===== config.mk =====
export PLATFORM = sky130hd
export DESIGN_NAME = fu_multicycle
export DESIGN_NICKNAME = d
export VERILOG_FILES = /design/src/rtl/fu_multicycle.sv
export SDC_FILE = /design/constraint.sdc
export NUM_CORES = 1
export LEC_CHECK = 0
export ABC_AREA = 0
export BUFFER_PORTS_ARGS = -buffer_cell sky130_fd_sc_hd__buf_4
export CAP_MARGIN = 5
export CORE_ASPECT_RATIO = 0.75
export CORE_MARGIN = 4
export CORE_UTILIZATION = 36
export DETAILED_ROUTE_END_ITERATION = 8
export PLACE_DENSITY = 0.63
export REMOVE_ABC_BUFFERS = 1
export SLEW_MARGIN = 15
export SYNTH_ARGS = -nofsm -noshare
export SYNTH_HDL_FRONTEND = slang
export SYNTH_SLANG_ARGS = --single-unit

===== constraint.sdc =====
create_clock -name clk -period 6.6 [get_ports clk]
set_input_delay 0.33 -clock clk [delete_from_list [all_inputs] [get_ports clk]]
set_output_delay 0.33 -clock clk [all_outputs]
set_load 0.005 [all_outputs]

===== src/rtl/fu_multicycle.sv =====
// Function unit behind the register file. Logic, ADD and SUB finish in one cycle.
// MUL, DIV and MOD run iteratively for WIDTH cycles; F/flags/DA_out are written on done.
module fu_multicycle #(
  parameter int WIDTH = 8
) (
  input  logic             clk,
  input  logic             reset,
  input  logic             start,
  input  logic [2:0]       FS,
  input  logic [WIDTH-1:0] A,
  input  logic [WIDTH-1:0] B,
  input  logic [2:0]       DA_in,
  output logic             busy,
  output logic             done,
  output logic [WIDTH-1:0] F,
  output logic [2:0]       DA_out,
  output logic             RW,
  output logic             V,
  output logic             C,
  output logic             N,
  output logic             Z
);

  localparam int CW = (WIDTH > 1) ? $clog2(WIDTH) : 1;
  localparam logic [CW-1:0] LAST = CW'(WIDTH - 1);

  localparam logic [2:0] FS_ADD = 3'b000;
  localparam logic [2:0] FS_SUB = 3'b001;
  localparam logic [2:0] FS_AND = 3'b010;
  localparam logic [2:0] FS_OR  = 3'b011;
  localparam logic [2:0] FS_XOR = 3'b100;
  localparam logic [2:0] FS_MUL = 3'b101;
  localparam logic [2:0] FS_DIV = 3'b110;
  localparam logic [2:0] FS_MOD = 3'b111;

  typedef enum logic [1:0] {IDLE = 2'd0, EXEC = 2'd1, DONE = 2'd2} state_t;

  state_t           state_r, next_state_s;
  logic [2:0]       fs_r, da_r, da_out_r;
  logic [WIDTH-1:0] op_r, hi_r, lo_r, f_r;
  logic [CW-1:0]    cnt_r;
  logic             busy_r, done_r, rw_r, v_r, c_r, n_r, z_r;

  logic             accept_s, last_s, load_s;
  logic [WIDTH:0]   sum_s, shifted_s, diff_s, add_s, sub_s;
  logic [WIDTH-1:0] step_hi_s, step_lo_s, res_f_s;
  logic             res_c_s, res_v_s;

  assign accept_s = (state_r == IDLE) && start;
  assign last_s   = (state_r == EXEC) && (cnt_r == LAST);
  assign load_s   = (accept_s && (FS < FS_MUL)) || last_s;

  // Next-state logic for the IDLE/EXEC/DONE sequencer.
  always_comb begin
    next_state_s = IDLE;
    case (state_r)
      IDLE: begin
        if (start) next_state_s = (FS >= FS_MUL) ? EXEC : DONE;
        else       next_state_s = IDLE;
      end
      EXEC: begin
        if (cnt_r == LAST) next_state_s = DONE;
        else               next_state_s = EXEC;
      end
      DONE:    next_state_s = IDLE;
      default: next_state_s = IDLE;
    endcase
  end

  // One iteration step: hi:lo is product/multiplier for MUL, remainder/quotient for DIV/MOD.
  always_comb begin
    sum_s     = '0;
    shifted_s = '0;
    diff_s    = '0;
    step_hi_s = hi_r;
    step_lo_s = lo_r;
    if (fs_r == FS_MUL) begin
      sum_s     = {1'b0, hi_r} + (lo_r[0] ? {1'b0, op_r} : {(WIDTH+1){1'b0}});
      step_hi_s = sum_s[WIDTH:1];
      step_lo_s = {sum_s[0], lo_r[WIDTH-1:1]};
    end else begin
      // A zero divisor never goes negative, so quotient fills with ones and remainder ends as A.
      shifted_s = {hi_r, lo_r[WIDTH-1]};
      diff_s    = shifted_s - {1'b0, op_r};
      if (diff_s[WIDTH]) begin
        step_hi_s = shifted_s[WIDTH-1:0];
        step_lo_s = {lo_r[WIDTH-2:0], 1'b0};
      end else begin
        step_hi_s = diff_s[WIDTH-1:0];
        step_lo_s = {lo_r[WIDTH-2:0], 1'b1};
      end
    end
  end

  // Result and C/V selection: single-cycle ops from live inputs, iterative ops from the final step.
  always_comb begin
    add_s   = {1'b0, A} + {1'b0, B};
    sub_s   = {1'b0, A} + {1'b0, ~B} + {{WIDTH{1'b0}}, 1'b1};
    res_f_s = '0;
    res_c_s = 1'b0;
    res_v_s = 1'b0;
    if (state_r == EXEC) begin
      case (fs_r)
        FS_MUL: begin
          res_f_s = step_lo_s;
          res_c_s = |step_hi_s;
          res_v_s = |step_hi_s;
        end
        FS_DIV: begin
          res_f_s = step_lo_s;
          res_v_s = (op_r == {WIDTH{1'b0}});
        end
        FS_MOD: begin
          res_f_s = step_hi_s;
          res_v_s = (op_r == {WIDTH{1'b0}});
        end
        default: res_f_s = step_lo_s;
      endcase
    end else begin
      case (FS)
        FS_ADD: begin
          res_f_s = add_s[WIDTH-1:0];
          res_c_s = add_s[WIDTH];
          res_v_s = (A[WIDTH-1] == B[WIDTH-1]) && (add_s[WIDTH-1] != A[WIDTH-1]);
        end
        FS_SUB: begin
          res_f_s = sub_s[WIDTH-1:0];
          res_c_s = sub_s[WIDTH];
          res_v_s = (A[WIDTH-1] != B[WIDTH-1]) && (sub_s[WIDTH-1] != A[WIDTH-1]);
        end
        FS_AND:  res_f_s = A & B;
        FS_OR:   res_f_s = A | B;
        FS_XOR:  res_f_s = A ^ B;
        default: res_f_s = '0;
      endcase
    end
  end

  // Sequencer state and handshake outputs; done/RW/busy are registered copies of the next state.
  always_ff @(posedge clk) begin
    if (reset) begin
      state_r <= IDLE;
      busy_r  <= 1'b0;
      done_r  <= 1'b0;
      rw_r    <= 1'b0;
    end else begin
      state_r <= next_state_s;
      busy_r  <= (next_state_s != IDLE);
      done_r  <= (next_state_s == DONE);
      rw_r    <= (next_state_s == DONE);
    end
  end

  // Operand capture, iteration registers and the held result/flag registers.
  always_ff @(posedge clk) begin
    if (reset) begin
      fs_r     <= 3'b000;
      da_r     <= 3'b000;
      op_r     <= '0;
      hi_r     <= '0;
      lo_r     <= '0;
      cnt_r    <= '0;
      f_r      <= '0;
      da_out_r <= 3'b000;
      v_r      <= 1'b0;
      c_r      <= 1'b0;
      n_r      <= 1'b0;
      z_r      <= 1'b0;
    end else begin
      if (accept_s) begin
        fs_r  <= FS;
        da_r  <= DA_in;
        cnt_r <= '0;
        hi_r  <= '0;
        lo_r  <= (FS == FS_MUL) ? B : A;
        op_r  <= (FS == FS_MUL) ? A : B;
      end else if (state_r == EXEC) begin
        hi_r  <= step_hi_s;
        lo_r  <= step_lo_s;
        cnt_r <= cnt_r + CW'(1);
      end
      if (load_s) begin
        f_r      <= res_f_s;
        c_r      <= res_c_s;
        v_r      <= res_v_s;
        n_r      <= res_f_s[WIDTH-1];
        z_r      <= (res_f_s == {WIDTH{1'b0}});
        da_out_r <= (state_r == EXEC) ? da_r : DA_in;
      end
    end
  end

  assign busy   = busy_r;
  assign done   = done_r;
  assign RW     = rw_r;
  assign F      = f_r;
  assign DA_out = da_out_r;
  assign V      = v_r;
  assign C      = c_r;
  assign N      = n_r;
  assign Z      = z_r;

endmodule

==> impl_metrics.csv <==
group,metric,value,unit
cts,clk_pin_slew,0.07,ns
power,peakVddDrop,108,uV
sta,fin_crit,3.29,ns
critical_path,path_buf_inv,2,
die,initial_utilization,37.8,%
yosys,seq_area_frac_synth,22.8,%
power,finalPower,0.956,mW
critical_path,rr_startpoint,"lo_r[7]",
die,rows,34,
die,chipWidth,137,um
power,power_leakage,2.09,nW
critical_path,crit_path_end_kind,"flip-flop",
sta,finalHoldViolCount,0,
yosys,synth_xor_area_share,2.74,%
global_routing,grt_use_total,20.2,%
yosys,synthMuxAreaShare,6.09,%
layout,diodes,0,
die,dieArea,14300,sq um
cts,clockRootBuffer,"clkbuf_16",
routing,vias,4545,
cts,cts_setup_buffers,0,
global_routing,grt_max_degree,41,
critical_path,cp.arrival,3.52,ns
critical_path,reg2reg_to,"Z",
layout,syn2layout_area_growth,12.1,%
critical_path,endpoint,"Z",
yosys,postSynthCellCount,599,
yosys,ys_ff_latch,51,
routing,drtPass1Iterations,5,
routing,wl_met2,5.65,mm
critical_path,reg2reg_setup_slack,3.31,ns
yosys,synthAdderAreaFrac,13.8,%
min_path,hp-class,"in2reg",
cts,cts-resized-gates,0,
global_routing,first_global_vias,4223,
routing,met1Wirelength,7.15,mm
sta,period_share,49.9,%
die,io_pins,43,
sta,setup_viol,0,
yosys,post_synth.cell_area_avg,7.48,sq um
critical_path,worst-path-max-fanout,9,
layout,multiInputGateArea,3180,sq um
layout,nets,687,
cts,clk_path_buf_depth,2,
layout,drive_gt1_share,11.2,%
global_routing,antenna_found_initial,0,
routing,wire_per_inst,18.4,um
critical_path,reg2regPathDepth,13,
global_routing,overflow,0,
sta,rsz0062_at_grt,"false",
place,place_congestion,0.979,
routing,ant_nets,0,
die,coreArea,11900,sq um
cts,cts_tree,"done",
sta,skew,0.00853,ns
cts,hold_buffers,0,
yosys,synth_top_family_by_area,"compound AO/OA/AOI/OAI gates",
critical_path,path_delay_family,"compound AO/OA/AOI/OAI gates",
cts,cts.sinks,51,
sta,worst_pin_slew,1.11,ns
critical_path,crit_type,"reg2reg",
critical_path,critPathRequiredTime,6.83,ns
critical_path,crit_path_top_delay_cell,"o311a_1",
sta,clock.fmax,0.304,GHz
critical_path,cp_cell_sequence,"inv_1 -> ha_1 -> inv_1 -> fa_1 -> a211oi_2 -> o31ai_2 -> nand4_1 -> o311a_1 -> mux2_4 -> a211oi_2 -> nand3b_1 -> nand4b_1 -> a21oi_1",
critical_path,cp-startpoint,"lo_r[7]",
place,port_buffers,42,
yosys,ys_warn_count,0,
cts,clock_latency,0.29,ns
critical_path,critical_path_depth,13,
sta,setup_tns,0,ns
yosys,async_flop_share,0,%
run,drv_cap,0,
routing,drtIter0Drc,478,
layout,final-seq-area,1020,sq um
yosys,synth_flop_cell,"dfxtp_1",
power,powerDensity,190,nW/um^2
routing,drc,0,
yosys,synth_edf_count,0,
place,dpl.hpwl,11.2,mm
cts,htreeDepth,2,
routing,viasPerCell,5.84,
yosys,syn_area,4480,sq um
yosys,synth-simple-area-share,22.0,%
yosys,synth-compound-area-share,26.2,%
outcome,status,"completed",
routing,wl,14.3,mm
cts,cts_made_buffers,5,
sta,slew_headroom,26.3,%
routing,wl_met3,1.42,mm
yosys,synth_cell_types,62,
sta,drv_slew,0,
die,die-height,105,um
routing,dr.max_layer_used,"met4",
critical_path,critPathLaunchType,"flip-flop",
critical_path,max_stage_delay,0.50,ns
layout,nFillCells,1232,
global_routing,grt_pass1_wl,23.2,mm
cell families (layout without fill, tap and decap cells):
logic type      after synthesis  count (layout)
xor+xnor                     14              14
flops                        51              51
mux                          26              26
fa+ha+maj                    47              47
compound gates              175             175
buf+inv                      72              89
simple gates                214             214
synthesized netlist by cell type (4+ instances only):
| library cell | count | area, sq um |
|---|---|---|
| nor2_1 | 72 | 270 |
| o211ai_1 | 4 | 30.0 |
| mux2i_1 | 19 | 190 |
| or2_2 | 4 | 25.0 |
| nand4_1 | 6 | 37.5 |
| nor3b_1 | 5 | 37.5 |
| xnor2_1 | 6 | 52.6 |
| nand2b_1 | 4 | 25.0 |
| nor2b_1 | 8 | 50.1 |
| buf_1 | 7 | 26.3 |
| a211oi_1 | 25 | 188 |
| fa_1 | 4 | 80.1 |
| nand3_1 | 8 | 40.0 |
| nor3_1 | 12 | 60.1 |
| o21ai_1 | 4 | 20.0 |
| clkbuf_1 | 26 | 97.6 |
| o22ai_1 | 4 | 25.0 |
| xor2_1 | 8 | 70.1 |
| o2111ai_1 | 4 | 35.0 |
| o221ai_1 | 5 | 43.8 |
| nand2_1 | 71 | 267 |
| ha_1 | 43 | 538 |
| a21oi_1 | 50 | 250 |
| o31ai_1 | 4 | 30.0 |
| inv_1 | 35 | 131 |
| a21o_1 | 10 | 75.1 |
| a311oi_1 | 13 | 114 |
| mux2_2 | 6 | 67.6 |
| dfxtp_1 | 51 | 1020 |
| and2_1 | 9 | 56.3 |
| a22oi_1 | 5 | 37.5 |
| o21ai_0 | 23 | 115 |
worst min path at each step:
stage,startpoint,endpoint,cells after the start
floorplan,reset,Z,1
global placement,da_r[2],da_r[2],2
detailed placement,da_r[2],da_r[2],2
CTS,DA_in[2],da_r[2],3
global route,DA_in[1],da_r[1],3
finish,DA_in[2],da_r[2],3
through the flow:
| step | instance area, sq um | setup slack [ns] | hold WS [ns] | utilization (%) | instances |
|---|---|---|---|---|---|
| after floorplan | 4330 | 3.62 | 0.399 | - | 562 |
| after global placement | 4880 | 3.48 | 0.445 | 41.1 | 770 |
| after detailed placement | 4880 | 3.38 | 0.452 | 41.1 | 770 |
| after CTS | 5020 | 3.36 | 0.290 | 42.3 | 778 |
| after global routing | 5020 | 3.14 | 0.297 | 42.3 | 778 |
| final | 5020 | 3.31 | 0.289 | 42.3 | 778 |
area by class of cell:
cell class / instances / share of cell area [%]
clock inverter: 2 / 0.324
timing repair buffer: 46 / 6.87
inverter: 35 / 2.62
sequential: 51 / 20.3
tap: 162 / 4.03
multi-input combinational: 476 / 63.3
clock buffer: 6 / 2.57
state kept, by name, indices dropped and copies added, names as in the netlist:
signal / cells
F: 8
V: 1
da_r: 3
RW: 1
op_r: 8
fs_r: 3
C: 1
state_r: 2
cnt_r: 3
hi_r: 8
Z: 1
busy: 1
DA_out: 3
lo_r: 8
cells in the final DEF (no fill, tap or decap), drive strengths merged, types with 12 or more instances in the layout:
cell	n
a211oi	27
mux2i	19
nor3	12
buf	46
nand2	71
dfxtp	51
nor2	72
o21ai	27
ha	43
inv	36
a21oi	50
a311oi	13
routing by layer:
metal	track usage, %	up-vias
met3	4.80	14
met1	32.8	2165
met4	2.14	0
met5	0	-
met2	27.4	201
li1	-	2165
report_power, final:
group,internal [mW],switching [mW],total (mW),leakage [nW]
registers,0.330,0.0253,0.356,0.418
logic,0.136,0.203,0.340,1.61
clock network,0.142,0.118,0.260,0.0675
total,0.609,0.347,0.956,2.09
worst reg2reg max path, delay by kind of cell, from the launching register on:
kind	cells	cell delay, ns
compound gates	5	1.34
fa+ha+maj	2	0.59
simple gates	3	0.48
mux	1	0.36
flops	1	0.31
buf+inv	2	0.15
(Power assumes the default switching activity.)
